### src/rtl/timer_job_sequencer_if.sv
// Register bus between the job sequencer (master) and the 8-bit timer (slave).
interface timer_job_sequencer_if;
  logic       bus_sel;
  logic       bus_wr;
  logic [7:0] bus_addr;
  logic [7:0] bus_wdata;
  logic [7:0] bus_rdata;
  logic       bus_ready;

  modport master (
    output bus_sel, bus_wr, bus_addr, bus_wdata,
    input  bus_rdata, bus_ready
  );

  modport slave (
    input  bus_sel, bus_wr, bus_addr, bus_wdata,
    output bus_rdata, bus_ready
  );
endinterface

### src/rtl/timer_job_sequencer.sv
// Sequences one timer job over the register bus: load, start, wait for irq, read/clear TSR, stop.
// Optional WAIT_IRQ watchdog: define TIMER_JOB_SEQUENCER_TIMEOUT_EN.
module timer_job_sequencer #(
  parameter logic [7:0]  TDR_ADDR    = 8'h00,
  parameter logic [7:0]  TCR_ADDR    = 8'h01,
  parameter logic [7:0]  TSR_ADDR    = 8'h02,
  parameter int unsigned TIMEOUT_CYC = 4096
) (
  input  logic                          clk,
  input  logic                          rst_n,
  input  logic                          job_valid,
  output logic                          job_ready,
  input  logic [7:0]                    job_init,
  input  logic                          job_dir,
  input  logic [1:0]                    job_cks,
  input  logic                          abort,
  output logic                          busy,
  output logic                          done_valid,
  output logic [2:0]                    done_status,
  timer_job_sequencer_if.master         bus,
  input  logic                          timer_irq
);

  typedef enum logic [3:0] {
    S_IDLE,
    S_WR_TDR,
    S_WR_LOAD,
    S_WR_START,
    S_WAIT_IRQ,
    S_RD_TSR,
    S_CLR_TSR,
    S_STOP,
    S_DONE
  } state_e;

  state_e     state_q, state_d;
  logic       gap_q, gap_d;
  logic       pend_q, pend_d;
  logic [7:0] init_q, init_d;
  logic       dir_q, dir_d;
  logic [1:0] cks_q, cks_d;
  logic [1:0] sts_q, sts_d;
  logic       to_q, to_d;
  logic       timeout_hit;

`ifdef TIMER_JOB_SEQUENCER_TIMEOUT_EN
  logic [15:0] wcnt_q, wcnt_d;

  assign wcnt_d      = (state_q == S_WAIT_IRQ) ? wcnt_q + 16'd1 : '0;
  assign timeout_hit = (state_q == S_WAIT_IRQ) && (wcnt_q == 16'(TIMEOUT_CYC - 1));

  always_ff @(posedge clk or negedge rst_n) begin
    if (!rst_n) wcnt_q <= '0;
    else        wcnt_q <= wcnt_d;
  end
`else
  assign timeout_hit = 1'b0;
`endif

  always_ff @(posedge clk or negedge rst_n) begin
    if (!rst_n) begin
      state_q <= S_IDLE;
      gap_q   <= 1'b0;
      pend_q  <= 1'b0;
      init_q  <= '0;
      dir_q   <= 1'b0;
      cks_q   <= '0;
      sts_q   <= '0;
      to_q    <= 1'b0;
    end else begin
      state_q <= state_d;
      gap_q   <= gap_d;
      pend_q  <= pend_d;
      init_q  <= init_d;
      dir_q   <= dir_d;
      cks_q   <= cks_d;
      sts_q   <= sts_d;
      to_q    <= to_d;
    end
  end

  state_e     nxt;
  logic       is_xfer;
  logic       sel_c, wr_c;
  logic [7:0] addr_c, wdata_c;

  // Every bus state runs two phases: request (gap_q=0) held until bus_ready,
  // then one idle cycle (gap_q=1) in which the next state is chosen.
  always_comb begin
    state_d = state_q;
    gap_d   = gap_q;
    pend_d  = pend_q;
    init_d  = init_q;
    dir_d   = dir_q;
    cks_d   = cks_q;
    sts_d   = sts_q;
    to_d    = to_q;
    nxt     = S_IDLE;
    is_xfer = 1'b0;
    sel_c   = 1'b0;
    wr_c    = 1'b0;
    addr_c  = '0;
    wdata_c = '0;

    case (state_q)
      S_IDLE: begin
        if (job_valid) begin
          init_d  = job_init;
          dir_d   = job_dir;
          cks_d   = job_cks;
          sts_d   = '0;
          to_d    = 1'b0;
          pend_d  = 1'b0;
          gap_d   = 1'b0;
          state_d = S_WR_TDR;
        end
      end
      S_WR_TDR: begin
        is_xfer = 1'b1;
        wr_c    = 1'b1;
        addr_c  = TDR_ADDR;
        wdata_c = init_q;
        nxt     = S_WR_LOAD;
      end
      S_WR_LOAD: begin
        is_xfer = 1'b1;
        wr_c    = 1'b1;
        addr_c  = TCR_ADDR;
        wdata_c = {1'b1, 1'b0, dir_q, 1'b0, 2'b00, cks_q};
        nxt     = S_WR_START;
      end
      S_WR_START: begin
        is_xfer = 1'b1;
        wr_c    = 1'b1;
        addr_c  = TCR_ADDR;
        wdata_c = {1'b0, 1'b0, dir_q, 1'b1, 2'b00, cks_q};
        nxt     = S_WAIT_IRQ;
      end
      S_WAIT_IRQ: begin
        if (abort) begin
          state_d = S_STOP;
        end else if (timer_irq) begin
          state_d = S_RD_TSR;
        end else if (timeout_hit) begin
          to_d    = 1'b1;
          state_d = S_RD_TSR;
        end
      end
      S_RD_TSR: begin
        is_xfer = 1'b1;
        addr_c  = TSR_ADDR;
        nxt     = S_CLR_TSR;
      end
      S_CLR_TSR: begin
        is_xfer = 1'b1;
        wr_c    = 1'b1;
        addr_c  = TSR_ADDR;
        wdata_c = {6'b000000, sts_q};
        // A spurious irq (nothing captured, no watchdog) resumes waiting with the timer still running.
        nxt     = (sts_q == 2'b00 && !to_q) ? S_WAIT_IRQ : S_STOP;
      end
      S_STOP: begin
        is_xfer = 1'b1;
        wr_c    = 1'b1;
        addr_c  = TCR_ADDR;
        wdata_c = 8'h00;
        nxt     = S_DONE;
      end
      S_DONE: begin
        state_d = S_IDLE;
      end
      default: begin
        state_d = S_IDLE;
      end
    endcase

    if (is_xfer) begin
      if (!gap_q) begin
        sel_c = 1'b1;
        if (abort) pend_d = 1'b1;
        if (bus.bus_ready) begin
          gap_d = 1'b1;
          if (state_q == S_RD_TSR) sts_d = bus.bus_rdata[1:0];
        end
      end else begin
        wr_c    = 1'b0;
        addr_c  = '0;
        wdata_c = '0;
        gap_d   = 1'b0;
        pend_d  = 1'b0;
        state_d = ((pend_q || abort) && state_q != S_STOP) ? S_STOP : nxt;
      end
    end
  end

  assign bus.bus_sel   = sel_c;
  assign bus.bus_wr    = wr_c;
  assign bus.bus_addr  = addr_c;
  assign bus.bus_wdata = wdata_c;

  assign job_ready   = (state_q == S_IDLE);
  assign busy        = (state_q != S_IDLE);
  assign done_valid  = (state_q == S_DONE);
  assign done_status = (state_q == S_DONE) ? {to_q, sts_q} : 3'b000;

endmodule

### src/flat_wrapper.sv
// flat-port wrapper written by rule: the top's interface ports become plain ports
module timer_job_sequencer_flat 
#(
  parameter logic [7:0]  TDR_ADDR    = 8'h00,
  parameter logic [7:0]  TCR_ADDR    = 8'h01,
  parameter logic [7:0]  TSR_ADDR    = 8'h02,
  parameter int unsigned TIMEOUT_CYC = 4096
)
  (clk, rst_n, job_valid, job_ready, job_init, job_dir, job_cks, abort, busy, done_valid, done_status, timer_irq, bus_bus_sel, bus_bus_wr, bus_bus_addr, bus_bus_wdata, bus_bus_rdata, bus_bus_ready);
  timer_job_sequencer_if bus_i ();
  input  logic clk;
  input  logic rst_n;
  input  logic job_valid;
  output logic job_ready;
  input  logic [7:0] job_init;
  input  logic job_dir;
  input  logic [1:0] job_cks;
  input  logic abort;
  output logic busy;
  output logic done_valid;
  output logic [2:0] done_status;
  input  logic timer_irq;
  output wire logic [$bits(bus_i.bus_sel)-1:0] bus_bus_sel;
  output wire logic [$bits(bus_i.bus_wr)-1:0] bus_bus_wr;
  output wire logic [$bits(bus_i.bus_addr)-1:0] bus_bus_addr;
  output wire logic [$bits(bus_i.bus_wdata)-1:0] bus_bus_wdata;
  input wire logic [$bits(bus_i.bus_rdata)-1:0] bus_bus_rdata;
  input wire logic [$bits(bus_i.bus_ready)-1:0] bus_bus_ready;
  assign bus_bus_sel = bus_i.bus_sel;
  assign bus_bus_wr = bus_i.bus_wr;
  assign bus_bus_addr = bus_i.bus_addr;
  assign bus_bus_wdata = bus_i.bus_wdata;
  assign bus_i.bus_rdata = bus_bus_rdata;
  assign bus_i.bus_ready = bus_bus_ready;
  timer_job_sequencer #(.TDR_ADDR(TDR_ADDR), .TCR_ADDR(TCR_ADDR), .TSR_ADDR(TSR_ADDR), .TIMEOUT_CYC(TIMEOUT_CYC)) u_core (.clk(clk), .rst_n(rst_n), .job_valid(job_valid), .job_ready(job_ready), .job_init(job_init), .job_dir(job_dir), .job_cks(job_cks), .abort(abort), .busy(busy), .done_valid(done_valid), .done_status(done_status), .bus(bus_i), .timer_irq(timer_irq));
endmodule
### config.mk
export PLATFORM = sky130hd
export DESIGN_NAME = timer_job_sequencer_flat
export DESIGN_NICKNAME = d
export VERILOG_FILES = /design/src/rtl/timer_job_sequencer_if.sv /design/src/rtl/timer_job_sequencer.sv /design/src/flat_wrapper.sv
export SDC_FILE = /design/constraint.sdc
export NUM_CORES = 1
export LEC_CHECK = 0
export BUFFER_PORTS_ARGS = -buffer_cell sky130_fd_sc_hd__buf_2
export CAP_MARGIN = 20
export CORE_MARGIN = 2
export CORE_UTILIZATION = 47
export CTS_CLUSTER_DIAMETER = 150
export CTS_CLUSTER_SIZE = 40
export DETAILED_ROUTE_END_ITERATION = 10
export PLACE_DENSITY = 0.76
export SLEW_MARGIN = 5
export SYNTH_ARGS = -nofsm -noshare
export SYNTH_HDL_FRONTEND = slang
export SYNTH_SLANG_ARGS = --single-unit
### constraint.sdc
create_clock -name clk -period 1.55 [get_ports clk]
set_clock_uncertainty 0.05 [all_clocks]
set_input_delay 0.0775 -clock clk [delete_from_list [all_inputs] [get_ports clk]]
set_output_delay 0.0775 -clock clk [all_outputs]
set_load 0.005 [all_outputs]
==> results.sh, run 1 <==
export IMPL_status="finished, violations left"
export IMPL_violations="negative setup slack"
export IMPL_die_area_um2=2950
export IMPL_min_from="job_valid"
export IMPL_switchingPower_w=0.00142
export IMPL_critical_path_slowest_cell="dfrtp_2"
export IMPL_min_path_cells=3
export IMPL_holdPathEnd="u_core.init_q[4]$_DFFE_PN0P_"
export IMPL_utilization_pct=77.1
export IMPL_r2r_start="u_core.state_q[0]$_DFF_PN0_"
export IMPL_critPathTopFamily="flip-flops"
export IMPL_critical_path_max_fanout=6
export IMPL_grtUsageTotal_pct=25.2
export IMPL_rsz0062_at_grt="yes"
export IMPL_p_total_w=0.00347
export IMPL_cp_start_kind="register"
export IMPL_r2r_end="u_core.sts_q[0]$_DFF_PN0_"
export IMPL_cts_tree="yes"
export IMPL_start_util_pct=48.9
export IMPL_pin_count=49
export IMPL_die_x_um=54.3
export IMPL_grt_max_degree=20
export IMPL_die_height_um=54.3
export IMPL_numCtsBuffers=3
export IMPL_ys_types=38
export IMPL_worstSetupStartpoint="u_core.state_q[2]$_DFF_PN0_"
export IMPL_max_freq_mhz=561
export IMPL_cp_required_ns=1.42
export IMPL_cts_clk_slew_worst_paths_ns=0.11
export IMPL_synth_seq_cells=19
export IMPL_diodes=0
export IMPL_fin_nets=220
export IMPL_wl_per_cell_um=15.4
export IMPL_fin_cells=224
export IMPL_cap_viol_max_count=0
export IMPL_drc=0
export IMPL_p_int_w=0.00206
export IMPL_dpl_worst_slack_ns=-0.0802
export IMPL_nFillCells=152
export IMPL_core_area_um2=2430
export IMPL_final_setup_worst_slack_ns=-0.232
export IMPL_grt_antenna_before_repair=0
export IMPL_cpPeakStageDelay_ns=0.46
export IMPL_drv_slew=0
export IMPL_area_delta_synth_final_pct=57.7
export IMPL_cts_root_buf="clkbuf_4"
export IMPL_hold_class="input port to register"
export IMPL_leakage_nw=0.955
export IMPL_crit_arrival_ns=1.65
export IMPL_grt_overflow_total=0
export IMPL_power_density_nw_per_um2=1850
export IMPL_clockPowerShare_pct=7.5
export IMPL_multi_input_area_um2=738
export IMPL_portBuffers=35
export IMPL_synth_flop_cell="dfrtp_1"
export IMPL_fin_crit_sh_pct=115
export IMPL_cp_num_cells=6
export IMPL_cts_sinks=19
export IMPL_gp_routability_congestion=0.852
export IMPL_first_pass_iters=4
export IMPL_drtIter0Drc=38
export IMPL_clock_path_buffers=2
export IMPL_num_vias=1202
export IMPL_drive_above_1_share_pct=56.2
export IMPL_via_per_inst=5.37
export IMPL_worst_setup_path_end_kind="output port"
export IMPL_rr_worst_depth=5
export IMPL_seqCellArea_um2=479
export IMPL_grt_pass1_vias=1142
export IMPL_regToRegSetupSlack_ns=-0.10
export IMPL_hold_viol=0
export IMPL_criticalPathCategory="register to output port"
export IMPL_dp_cells=197
export IMPL_avgSynthCellArea_um2=9.99
export IMPL_ant_nets=0
export IMPL_netlist_area_um2=1190
export IMPL_clk_latency_ns=0.31
export IMPL_switching_share_pct=40.8
export IMPL_postSynthCellCount=119
export IMPL_ir_drop_mv=1.32
export IMPL_seq_power_share_pct=28.6
export IMPL_crit_buf_inv=2
export IMPL_ys_seq_area_share_pct=40.0
export IMPL_period_needed_ns=1.78
export IMPL_ys_async_sr_fraction_pct=100
export IMPL_ys_warn_count=0
export IMPL_cts_max_level=1
export IMPL_grt_pass1_wl_um=5200
export IMPL_pwr_share_comb_pct=63.9
export IMPL_path_cells="buf_6, and2b_2, a22o_1, a32oi_1, nor2_1, buf_2"
export IMPL_synth_edf_count=0
export IMPL_setup_viol=26
export IMPL_row_count=18
export IMPL_routed_wl_um=3460
export IMPL_place_hpwl_um=2340
==> stage by stage <==
step	setup TNS [ns]	cell area [um^2]	hold WS, ns
detailed placement	-0.0802	1490	-0.00753
CTS	-2.42	1770	0.122
global placement	0	1490	-0.0101
floorplan	0	1210	-0.268
finish	-2.20	1870	0.123
global route	-3.91	1870	0.114
==> metal layers <==
layer	part of all wire, %	GRT usage, %	vias to the layer above
met4	1.9	14.6	0
met5	0	0	-
met1	40	30.1	590
met3	4.5	4.10	9
li1	-	-	558
met2	54	42.6	45
==> Yosys cell counts (3+ instances only) <==
master	number	share of area (%)
nor3b_1	4	2.5
dfrtp_1	19	40
nand2_1	5	1.6
a22o_1	4	2.9
mux2_4	9	11
o21ai_0	3	1.3
buf_4	8	5.1
a21oi_1	8	3.4
nor2_1	10	3.2
nand2b_1	3	1.6
and2_1	6	3.2
==> power groups by stage <==
stage / logic, W / clock network, W / registers, W
floorplan: 0.00110 / 0 / 0.000866
detailed placement: 0.00166 / 0 / 0.000964
CTS: 0.00193 / 0.000263 / 0.000954
global route: 0.00240 / 0.000300 / 0.00102
finish: 0.00222 / 0.000262 / 0.000992
global placement: 0.00159 / 0 / 0.000947
==> placed cells by master (no fill, tap or decap), types with 4 or more instances in the layout <==
master,synthesis,routed
mux2_4,9,9
buf_2,2,35
dlygate4sd3_1,0,15
buf_6,2,6
a21oi_1,8,6
nand2_2,2,4
buf_4,8,22
and2_1,6,6
nor2_4,1,4
conb_1,1,7
a22o_1,4,4
nor2_1,10,7
dfrtp_1,19,16
==> tightest hold or removal path, cell delays in order <==
cell and delay (ns):
buf_2 0.13, nand2_4 0.09, mux2_2 0.15
==> timing repair <==
action                                  4_1_cts  5_1_grt
hold endpoints to repair                     33        0
pin swaps                                     3        7
hold buffers                                 15        0
cloned                                        0        0
endpoints found under the setup margin       16       32
buffers inserted                              5        4
gates resized for setup                      17       21
==> final cells by class <==
| class | count | share of cell area [%] |
|---|---|---|
| tap | 30 | 2.00 |
| sequential | 19 | 25.6 |
| multi-input combinational | 89 | 39.4 |
| timing repair buffer | 79 | 30.8 |
| clock buffer | 3 | 1.20 |
| inverter | 3 | 0.734 |
| clock inverter | 1 | 0.267 |
==> worst max-delay path by stage <==
stage / to / slack [ns]
floorplan: u_core.cks_q[0]$_DFFE_PN0P_ / 0.13
global placement: u_core.state_q[0]$_DFF_PN0_ / 0.03
detailed placement: u_core.state_q[0]$_DFF_PN0_ / -0.08
CTS: bus_bus_wdata[5] / -0.23
global route: bus_bus_wdata[1] / -0.32
finish: bus_bus_wdata[1] / -0.23
==> cells by family (layout without fill, tap and decap cells) <==
| group | count (synthesis) | count (layout) | share of synthesized area [%] |
|---|---|---|---|
| other | 1 | 7 | 0.315 |
| and+or+nand+nor | 42 | 42 | 20.1 |
| muxes | 12 | 12 | 14.1 |
| AOI/OAI and AO/OA | 28 | 28 | 16.1 |
| buffers and inverters | 17 | 86 | 9.37 |
| DFF | 19 | 19 | 40.0 |
==> registers in the layout, indices dropped and copies added (netlist names), named ones only <==
name and cells:
u_core.cks_q 2, u_core.dir_q 1, u_core.init_q 8, u_core.pend_q 1, u_core.state_q 4, u_core.sts_q 2
No activity file was read; power rests on OpenSTA's default activity.
==> run 2, diff against run 1 <==
--- a/config.mk
+++ b/config.mk
@@ -13,6 +13,7 @@
 export CTS_CLUSTER_SIZE = 40
 export DETAILED_ROUTE_END_ITERATION = 10
 export PLACE_DENSITY = 0.76
+export REMOVE_ABC_BUFFERS = 1
 export SLEW_MARGIN = 5
 export SYNTH_ARGS = -nofsm -noshare
 export SYNTH_HDL_FRONTEND = slang
==> results.sh, run 2 (synthesis gave the netlist of run 1 again) <==
export IMPL_drive_above_1_share_pct=61.1
export IMPL_final_common_cell="buf_2"
export IMPL_area_delta_synth_final_pct=76.6
export IMPL_crit_arrival_ns=1.73
export IMPL_grtUsageTotal_pct=25.8
export IMPL_ir_drop_mv=1.31
export IMPL_multi_input_area_um2=787
export IMPL_cts_tree="yes"
export IMPL_cp_start_kind="register"
export IMPL_drtIter0Drc=30
export IMPL_cts_clk_slew_worst_paths_ns=0.12
export IMPL_power_density_nw_per_um2=1890
export IMPL_portBuffers=35
export IMPL_worst_setup_path_end_kind="output port"
export IMPL_criticalPathCategory="register to output port"
export IMPL_drv_slew=0
export IMPL_stdcell_area_um2=2100
export IMPL_fin_crit_sh_pct=120
export IMPL_pin_count=49
export IMPL_ant_nets=0
export IMPL_place_hpwl_um=2280
export IMPL_p_total_w=0.00396
export IMPL_grt_antenna_before_repair=0
export IMPL_wl_per_cell_um=17.2
export IMPL_period_needed_ns=1.86
export IMPL_cts_root_buf="clkbuf_4"
export IMPL_clock_path_buffers=2
export IMPL_grt_max_degree=20
export IMPL_row_count=18
export IMPL_die_x_um=54.3
export IMPL_die_height_um=54.3
export IMPL_setup_viol=31
export IMPL_fin_nets=234
export IMPL_grt_pass1_vias=1223
export IMPL_critical_path_max_fanout=6
export IMPL_hold_class="input port to register"
export IMPL_routed_wl_um=4100
export IMPL_nFillCells=122
export IMPL_leakage_nw=1.06
export IMPL_violations="negative setup slack"
export IMPL_final_setup_worst_slack_ns=-0.307
export IMPL_via_per_inst=5.39
export IMPL_status="finished, violations left"
export IMPL_clk_latency_ns=0.31
export IMPL_final_cell_mix="33 x buf_2, 23 x buf_4, 19 x buf_6, 15 x dlygate4sd3_1, 14 x dfrtp_1"
export IMPL_rsz0062_at_grt="yes"
export IMPL_largest_register="u_core.init_q"
export IMPL_drc=0
export IMPL_place_area_um2=1510
export IMPL_gp_routability_congestion=0.923
export IMPL_whs_ns=0.146
export IMPL_hold_viol=0
export IMPL_grt_overflow_total=0
export IMPL_diodes=0
export IMPL_numCtsBuffers=3
export IMPL_core_area_um2=2430
export IMPL_cp_required_ns=1.42
export IMPL_seqCellArea_um2=482
export IMPL_cap_viol_max_count=0
export IMPL_die_area_um2=2950
export IMPL_largest_reg_flops=8
export IMPL_num_vias=1283
export IMPL_start_util_pct=48.9
export IMPL_cts_sinks=19
export IMPL_max_freq_mhz=538
export IMPL_reg_top3="u_core.init_q (8), u_core.state_q (4)"
export IMPL_grt_pass1_wl_um=5390
export IMPL_cts_max_level=1
export IMPL_first_pass_iters=5
==> run 2: critical path: stages (launching register included) <==
cell	delay, ns
dfrtp_2	0.48
buf_4	0.15
buf_6	0.12
nor2_4	0.13
buf_6	0.11
and3_4	0.19
and2_1	0.14
buf_2	0.11
==> run 2: path summary, 6_finish.rpt <==
path / to / startpoint / cells after the start / slack [ns]
max: done_status[1] / u_core.state_q[0]$_DFF_PN0_ / 7 / -0.31
min in group asynchronous: async pin / rst_n / 2 / 0.17
min: u_core.sts_q[0]$_DFF_PN0_ / job_valid / 3 / 0.15
max in group asynchronous: u_core.state_q[2]$_DFF_PN0_ / rst_n / 2 / 0.94
min reg2reg: u_core.init_q[7]$_DFFE_PN0P_ / u_core.init_q[7]$_DFFE_PN0P_ / 1 / 0.48
max reg2reg: u_core.init_q[5]$_DFFE_PN0P_ / u_core.state_q[0]$_DFF_PN0_ / 8 / -0.21
==> run 2: final cells by class <==
type                       instances  share of cell area [%]
multi-input combinational         89                    37.5
inverter                           3                   0.656
tap                               30                    1.79
sequential                        19                    22.9
clock buffer                       3                    1.07
timing repair buffer              93                    35.8
clock inverter                     1                   0.238
==> run 2: metal layers <==
metal  share of wire (%)  global-route usage, %  routed length, um
met5                   0                      0                  0
met3                 6.4                   3.55                262
met4                 2.1                   14.2                 88
met2                  50                   45.0               2060
met1                  41                   30.5               1690
==> run 2: power breakdown <==
part	switching [W]	total (W)	internal, W
Sequential	0.000247	0.000989	0.000742
Combinational	0.00119	0.00271	0.00152
Clock	0.000164	0.000261	0.0000964
==> run 2: what timing repair did <==
item / in CTS / in global routing
endpoints found under the setup margin: 16 / 31
buffers inserted: 9 / 10
hold buffers: 15 / 0
pin swaps: 1 / 13
cloned: 0 / 1
endpoints found under the hold margin: 33 / 0
gates resized for setup: 16 / 45
==> run 2: through the flow <==
step | util [%] | instances | setup slack [ns] | setup TNS [ns]
after floorplan | - | 111 | -0.0102 | -0.0330
after global placement | 62.0 | 199 | 0.0245 | 0
after detailed placement | 62.0 | 199 | 0.0255 | 0
after CTS | 74.2 | 227 | -0.185 | -1.75
after global routing | 86.3 | 238 | -0.357 | -6.27
final | 86.3 | 238 | -0.307 | -5.02
